File: config.mk
export PLATFORM = sky130hd
export DESIGN_NAME = product_ram_reader_flat
export DESIGN_NICKNAME = d
export VERILOG_FILES = /design/src/rtl/product_ram_reader_pkg.sv /design/src/rtl/product_ram_reader_if.sv /design/src/rtl/product_ram_reader.sv /design/src/flat_wrapper.sv
export SDC_FILE = /design/constraint.sdc
export NUM_CORES = 1
export LEC_CHECK = 0
export ABC_AREA = 1
export ABC_CLOCK_PERIOD_IN_PS = 2000
export CAP_MARGIN = 25
export CORE_ASPECT_RATIO = 0.9
export CORE_UTILIZATION = 49
export DETAILED_ROUTE_END_ITERATION = 8
export MAX_ROUTING_LAYER = met4
export PLACE_DENSITY = 0.79
export SYNTH_ARGS = -nofsm -noshare
export SYNTH_HDL_FRONTEND = slang
export SYNTH_SLANG_ARGS = --single-unit
File: constraint.sdc
create_clock -name clk -period 2 [get_ports clk]
set_input_delay 0.4 -clock clk [delete_from_list [all_inputs] [get_ports clk]]
set_output_delay 0.4 -clock clk [all_outputs]
set_load 0.01 [all_outputs]
File: src/rtl/product_ram_reader_pkg.sv
// Shared constants and FSM encoding for the product RAM read sequencer.
package product_ram_reader_pkg;

  localparam int unsigned PramAddrW = 3;
  localparam int unsigned PramDataW = 8;
  localparam int unsigned PramDepth = 1 << PramAddrW;
  localparam int unsigned PramSumW  = 11;

  typedef enum logic [2:0] {
    StIdle    = 3'd0,
    StRead    = 3'd1,
    StCapture = 3'd2,
    StHold    = 3'd3,
    StDone    = 3'd4
  } state_e;

endpackage

File: src/rtl/product_ram_reader_if.sv
// RAM read port plus the valid/ready entry stream of the product RAM reader.
interface product_ram_reader_if
  import product_ram_reader_pkg::*;
#(
  parameter int unsigned ADDR_W = PramAddrW,
  parameter int unsigned DATA_W = PramDataW
);

  logic [ADDR_W-1:0] ram_addr;
  logic              ram_rd_en;
  logic [DATA_W-1:0] ram_data;
  logic [DATA_W-1:0] out_data;
  logic [ADDR_W-1:0] out_addr;
  logic              out_valid;
  logic              out_ready;
  logic              out_last;

  // The reader masters both the RAM read port and the output stream.
  modport master (
    output ram_addr, ram_rd_en, out_data, out_addr, out_valid, out_last,
    input  ram_data, out_ready
  );

  modport slave (
    input  ram_addr, ram_rd_en, out_data, out_addr, out_valid, out_last,
    output ram_data, out_ready
  );

endinterface

File: src/rtl/product_ram_reader.sv
// Sequential burst reader for the product RAM: one read outstanding, entries
// presented on a valid/ready stream with address, last flag and running sum.
module product_ram_reader
  import product_ram_reader_pkg::*;
#(
  parameter int unsigned ADDR_W = PramAddrW,
  parameter int unsigned DATA_W = PramDataW,
  parameter int unsigned SUM_W  = PramSumW
) (
  input  logic                clk,
  input  logic                rst,
  input  logic                start,
  input  logic [ADDR_W-1:0]   base_addr,
  input  logic [ADDR_W:0]     count,
  product_ram_reader_if.master bus,
  output logic                busy,
  output logic                done,
  output logic [SUM_W-1:0]    sum
);

  localparam int unsigned     Depth    = 1 << ADDR_W;
  localparam logic [ADDR_W:0] MaxCount = (ADDR_W + 1)'(Depth);
  localparam logic [ADDR_W:0] RemOne   = (ADDR_W + 1)'(1);
  localparam logic [ADDR_W-1:0] AddrOne = ADDR_W'(1);

  state_e            state_q, state_d;
  logic [ADDR_W-1:0] cur_addr_q, cur_addr_d;
  logic [ADDR_W:0]   remaining_q, remaining_d;
  logic [SUM_W-1:0]  sum_q, sum_d;
  logic [DATA_W-1:0] out_data_q, out_data_d;
  logic [ADDR_W-1:0] out_addr_q, out_addr_d;
  logic              out_last_q, out_last_d;
  logic              out_valid_q, out_valid_d;

  always_comb begin
    state_d     = state_q;
    cur_addr_d  = cur_addr_q;
    remaining_d = remaining_q;
    sum_d       = sum_q;
    out_data_d  = out_data_q;
    out_addr_d  = out_addr_q;
    out_last_d  = out_last_q;
    out_valid_d = out_valid_q;

    unique case (state_q)
      StIdle: begin
        if (start && (count != '0)) begin
          cur_addr_d  = base_addr;
          remaining_d = (count > MaxCount) ? MaxCount : count;
          sum_d       = '0;
          state_d     = StRead;
        end
      end
      StRead: state_d = StCapture;
      StCapture: begin
        // RAM data is only meaningful here, one cycle after the read strobe.
        out_data_d  = bus.ram_data;
        out_addr_d  = cur_addr_q;
        out_last_d  = (remaining_q == RemOne);
        out_valid_d = 1'b1;
        state_d     = StHold;
      end
      StHold: begin
        if (bus.out_ready) begin
          sum_d       = sum_q + SUM_W'(out_data_q);
          remaining_d = remaining_q - RemOne;
          cur_addr_d  = cur_addr_q + AddrOne;
          out_valid_d = 1'b0;
          out_last_d  = 1'b0;
          state_d     = (remaining_q == RemOne) ? StDone : StRead;
        end
      end
      StDone:  state_d = StIdle;
      default: state_d = StIdle;
    endcase
  end

  always_ff @(posedge clk or posedge rst) begin
    if (rst) begin
      state_q     <= StIdle;
      cur_addr_q  <= '0;
      remaining_q <= '0;
      sum_q       <= '0;
      out_data_q  <= '0;
      out_addr_q  <= '0;
      out_last_q  <= 1'b0;
      out_valid_q <= 1'b0;
    end else begin
      state_q     <= state_d;
      cur_addr_q  <= cur_addr_d;
      remaining_q <= remaining_d;
      sum_q       <= sum_d;
      out_data_q  <= out_data_d;
      out_addr_q  <= out_addr_d;
      out_last_q  <= out_last_d;
      out_valid_q <= out_valid_d;
    end
  end

  assign bus.ram_addr  = cur_addr_q;
  assign bus.ram_rd_en = (state_q == StRead);
  assign bus.out_data  = out_data_q;
  assign bus.out_addr  = out_addr_q;
  assign bus.out_last  = out_last_q;
  assign bus.out_valid = out_valid_q;
  assign busy          = (state_q != StIdle);
  assign done          = (state_q == StDone);
  assign sum           = sum_q;

endmodule

File: src/flat_wrapper.sv
// flat-port wrapper written by rule: the top's interface ports become plain ports
module product_ram_reader_flat import product_ram_reader_pkg::*;
#(
  parameter int unsigned ADDR_W = PramAddrW,
  parameter int unsigned DATA_W = PramDataW,
  parameter int unsigned SUM_W  = PramSumW
)
  (clk, rst, start, base_addr, count, busy, done, sum, bus_ram_addr, bus_ram_rd_en, bus_out_data, bus_out_addr, bus_out_valid, bus_out_last, bus_ram_data, bus_out_ready);
  product_ram_reader_if #(.ADDR_W(ADDR_W), .DATA_W(DATA_W)) bus_i ();
  input  logic clk;
  input  logic rst;
  input  logic start;
  input  logic [ADDR_W-1:0] base_addr;
  input  logic [ADDR_W:0] count;
  output logic busy;
  output logic done;
  output logic [SUM_W-1:0] sum;
  output wire logic [$bits(bus_i.ram_addr)-1:0] bus_ram_addr;
  output wire logic [$bits(bus_i.ram_rd_en)-1:0] bus_ram_rd_en;
  output wire logic [$bits(bus_i.out_data)-1:0] bus_out_data;
  output wire logic [$bits(bus_i.out_addr)-1:0] bus_out_addr;
  output wire logic [$bits(bus_i.out_valid)-1:0] bus_out_valid;
  output wire logic [$bits(bus_i.out_last)-1:0] bus_out_last;
  input wire logic [$bits(bus_i.ram_data)-1:0] bus_ram_data;
  input wire logic [$bits(bus_i.out_ready)-1:0] bus_out_ready;
  assign bus_ram_addr = bus_i.ram_addr;
  assign bus_ram_rd_en = bus_i.ram_rd_en;
  assign bus_out_data = bus_i.out_data;
  assign bus_out_addr = bus_i.out_addr;
  assign bus_out_valid = bus_i.out_valid;
  assign bus_out_last = bus_i.out_last;
  assign bus_i.ram_data = bus_ram_data;
  assign bus_i.out_ready = bus_out_ready;
  product_ram_reader #(.ADDR_W(ADDR_W), .DATA_W(DATA_W), .SUM_W(SUM_W)) u_core (.clk(clk), .rst(rst), .start(start), .base_addr(base_addr), .count(count), .bus(bus_i), .busy(busy), .done(done), .sum(sum));
endmodule
==> run summary, run 1 <==
Synth area leaders = dfrtp_1, nand2_1, ha_1
Critical path class = register to output port
Port bufs = 48
Max cap viols = 0
Area grow syn2layout = 32.1%
CTS clock-pin slew for the worst setup and hold paths = 0.07 ns
Hold Crit Depth = 2
DR pass1 iterations = 4
Die height = 63.0 µm
Post-Synthesis Net Count = 282
Post-DP HPWL = 3320 µm
Drt via density = 5.11
Top cell type's share of synthesized area = 0.419
DRC = 0
Sequential share of the synthesized area = 0.419
Yosys warnings = 0
Final instance area = 2680 µm²
Reg-to-Reg End = u_core.sum[6]$_DFFE_PP0P_
CTS buffer count = 5
Mapped Cells = 251
I/O pin count = 49
Setup repair bufs after CTS = 0
WP depth = 2
Largest net degree at the start of global routing = 35
Nets = 340
Layout cell share with drive strength beyond 1 = 0.135
Clk_lat worst skew = 0.28 ns
Cts repair resizes = 1
Setup Viol. Count Final = 0
Rows = 21
Total GRT Usage = 0.225
Vias in the first global route = 1679
Routed length per instance = 12.4 µm
Critical path data arrival time = 1.51 ns
Yosys top cell by area = dfrtp_1
Final Slew Violations = 0
CP required = 1.60 ns
Tmin final = 1.91 ns
Power per standard cell area = 1650 nW/µm²
Initial antenna violation count = 0
Syn Area/Cell = 8.08 µm²
Worst R2R Start = u_core.bus.out_data[0]$_DFFE_PP0P_
Drt initial violations = 113
Critical Path Sink Type = output port
Total grt overflow = 0
Placed Area = 2580 µm²
Final hold vios = 0
Crit path cell chain = nor3_1 -> clkdlybuf4s50_1
Place WS = 0.182 ns
Die X = 69.8 µm
Distinct cells, synth = 28
Hold buffer count at cts = 0
CTS tree = done
Core footprint = 3840 µm²
Final setup margin = 0.0873 ns
FF+latch count, synth = 34
Rel. slew slack = 0.614
CP peak stage delay = 0.57 ns
Final setup skew = 0.00668 ns
Starting Density = 0.529
Crit path buffers/inverters = 1
Die area = 4400 µm²
Final Cycle Share = 0.956
Fillers = 326
Routed Wire Length = 4430 µm
Max Fclk = 523 MHz
Routability cong. = 0.876
Routed vias = 1820
Clock Tree Buf Depth = 2
Outcome = finished clean
R2R setup slack = 0.20 ns
Cells on worst reg2reg path = 9
Synth Cell Area = 2030 µm²
Global-route wire length before repair = 7530 µm
Crit Path Max Fanout = 5
Area of the multi-input gates = 1040 µm²
Setup TNS = 0 ns
Clock root cell = clkbuf_8
CP max stage cell = clkdlybuf4s50_1
CTS Sinks = 34
Reg area = 852 µm²
Max VDD drop = 0.00100 V
CP delay by family, top = buffers and inverters
CP endpoint = done
Min-Delay Path Class = register to register
Leakage power total = 1.30 nW
Worst Tran Pin Value = 0.578 ns
DRT antenna net count = 0
Worst Setup SP = u_core.state_q[0]$_DFFE_PP0P_
Unrepaired setup endpoints after global routing = no
CP Launch Type = register
H-tree level count = 2
ANT cells = 0
stage by stage:
stage | hold WS [ns] | cells | utilization | power, mW
4_1_cts | 0.496 | 356 | 0.697 | 4.44
3_3_place_gp | 0.465 | 348 | 0.674 | 3.85
6_report | 0.490 | 356 | 0.698 | 4.42
5_1_grt | 0.514 | 356 | 0.698 | 4.82
3_5_place_dp | 0.481 | 348 | 0.674 | 3.91
2_1_floorplan | 0.509 | 251 | - | 2.98
logic make-up after synthesis:
kind of cell,share of synthesized area
adders and majority gates,0.0777
xor gates and xnor gates,0.0173
AOI/OAI and AO/OA,0.0858
DFF,0.419
and+or+nand+nor,0.289
muxes,0.0444
buffers and inverters,0.0666
layout by cell type (no fill, tap or decap), drive strengths merged:
cell | Yosys | layout
xnor2 | 4 | 4
nand2 | 85 | 85
fa | 1 | 1
clkinv | 0 | 1
nor2 | 25 | 25
o21ai | 18 | 18
clkbuf | 1 | 7
o22ai | 1 | 1
dlygate4sd2 | 0 | 1
a21oi | 3 | 3
nand3 | 17 | 17
a21boi | 1 | 1
dlymetal6s2s | 0 | 1
nor3 | 1 | 1
clkdlybuf4s50 | 0 | 46
dfrtp | 34 | 34
ha | 11 | 11
or2 | 1 | 1
inv | 31 | 31
a31oi | 1 | 1
buf | 1 | 5
mux2 | 8 | 8
nand3b | 2 | 2
nand4 | 2 | 2
o211ai | 3 | 3
per-layer routing:
metal  global-route usage  vias to the layer above  routed length, µm
met5                    -                        -                  0
met4               0.0675                        0                 50
met3               0.0419                        7                203
met2                0.340                       43               1950
met1                0.308                      854               2230
li1                     -                      916                  -
registers in the layout (all words and copies together) (netlist names):
register	flops
u_core.bus.ram_addr	3
u_core.bus.out_valid	1
u_core.bus.out_data	8
u_core.state_q	3
u_core.sum	11
u_core.bus.out_last	1
u_core.remaining_q	4
u_core.bus.out_addr	3
worst min-delay path by stage:
| stage | endpoint | from | slack, ns |
|---|---|---|---|
| after floorplan | u_core.bus.out_valid$_DFFE_PP0P_ | u_core.bus.out_valid$_DFFE_PP0P_ | 0.51 |
| after global placement | u_core.bus.out_valid$_DFFE_PP0P_ | u_core.bus.out_valid$_DFFE_PP0P_ | 0.46 |
| after detailed placement | u_core.bus.out_addr[2]$_DFFE_PP0P_ | u_core.bus.out_addr[2]$_DFFE_PP0P_ | 0.48 |
| after CTS | u_core.bus.out_addr[2]$_DFFE_PP0P_ | u_core.bus.out_addr[2]$_DFFE_PP0P_ | 0.50 |
| after global routing | u_core.bus.out_valid$_DFFE_PP0P_ | u_core.bus.out_valid$_DFFE_PP0P_ | 0.51 |
| final | u_core.bus.out_valid$_DFFE_PP0P_ | u_core.bus.out_valid$_DFFE_PP0P_ | 0.49 |
report_power, final:
| group | internal [mW] | switching, mW |
|---|---|---|
| combinational | 1.22 | 1.43 |
| sequential | 0.989 | 0.257 |
| clock | 0.278 | 0.242 |
synthesized netlist by cell type (all sizes together):
cell and count:
nor2 25, inv 31, fa 1, o21ai 18, xnor2 4, nor3 1
nand2 85, nand3b 2, o211ai 3, buf 1, or2 1, o22ai 1
ha 11, dfrtp 34, nand4 2, a21oi 3, clkbuf 1, nand3 17
a31oi 1, mux2 8, a21boi 1
worst min-delay path, delay by kind of cell (launching register included):
kind	cells	cell delay (ns)
flip-flops	1	0.35
AND/OR/NAND/NOR	2	0.10
layout make-up:
class / count / area share
Tap cell: 46 / 0.0215
Timing Repair Buffer: 53 / 0.194
Sequential cell: 34 / 0.318
Inverter: 31 / 0.0434
Clock buffer: 7 / 0.0322
Clock inverter: 1 / 0.00187
Multi-Input combinational cell: 184 / 0.389
No activity file was read; power rests on OpenSTA's default activity.
==> inputs of run 2 (changes only) <==
Settings changed: CTS_CLUSTER_SIZE set to 24.
==> results of run 2 <==
The final DEF is identical to that of run 1; final timing and power are the same.
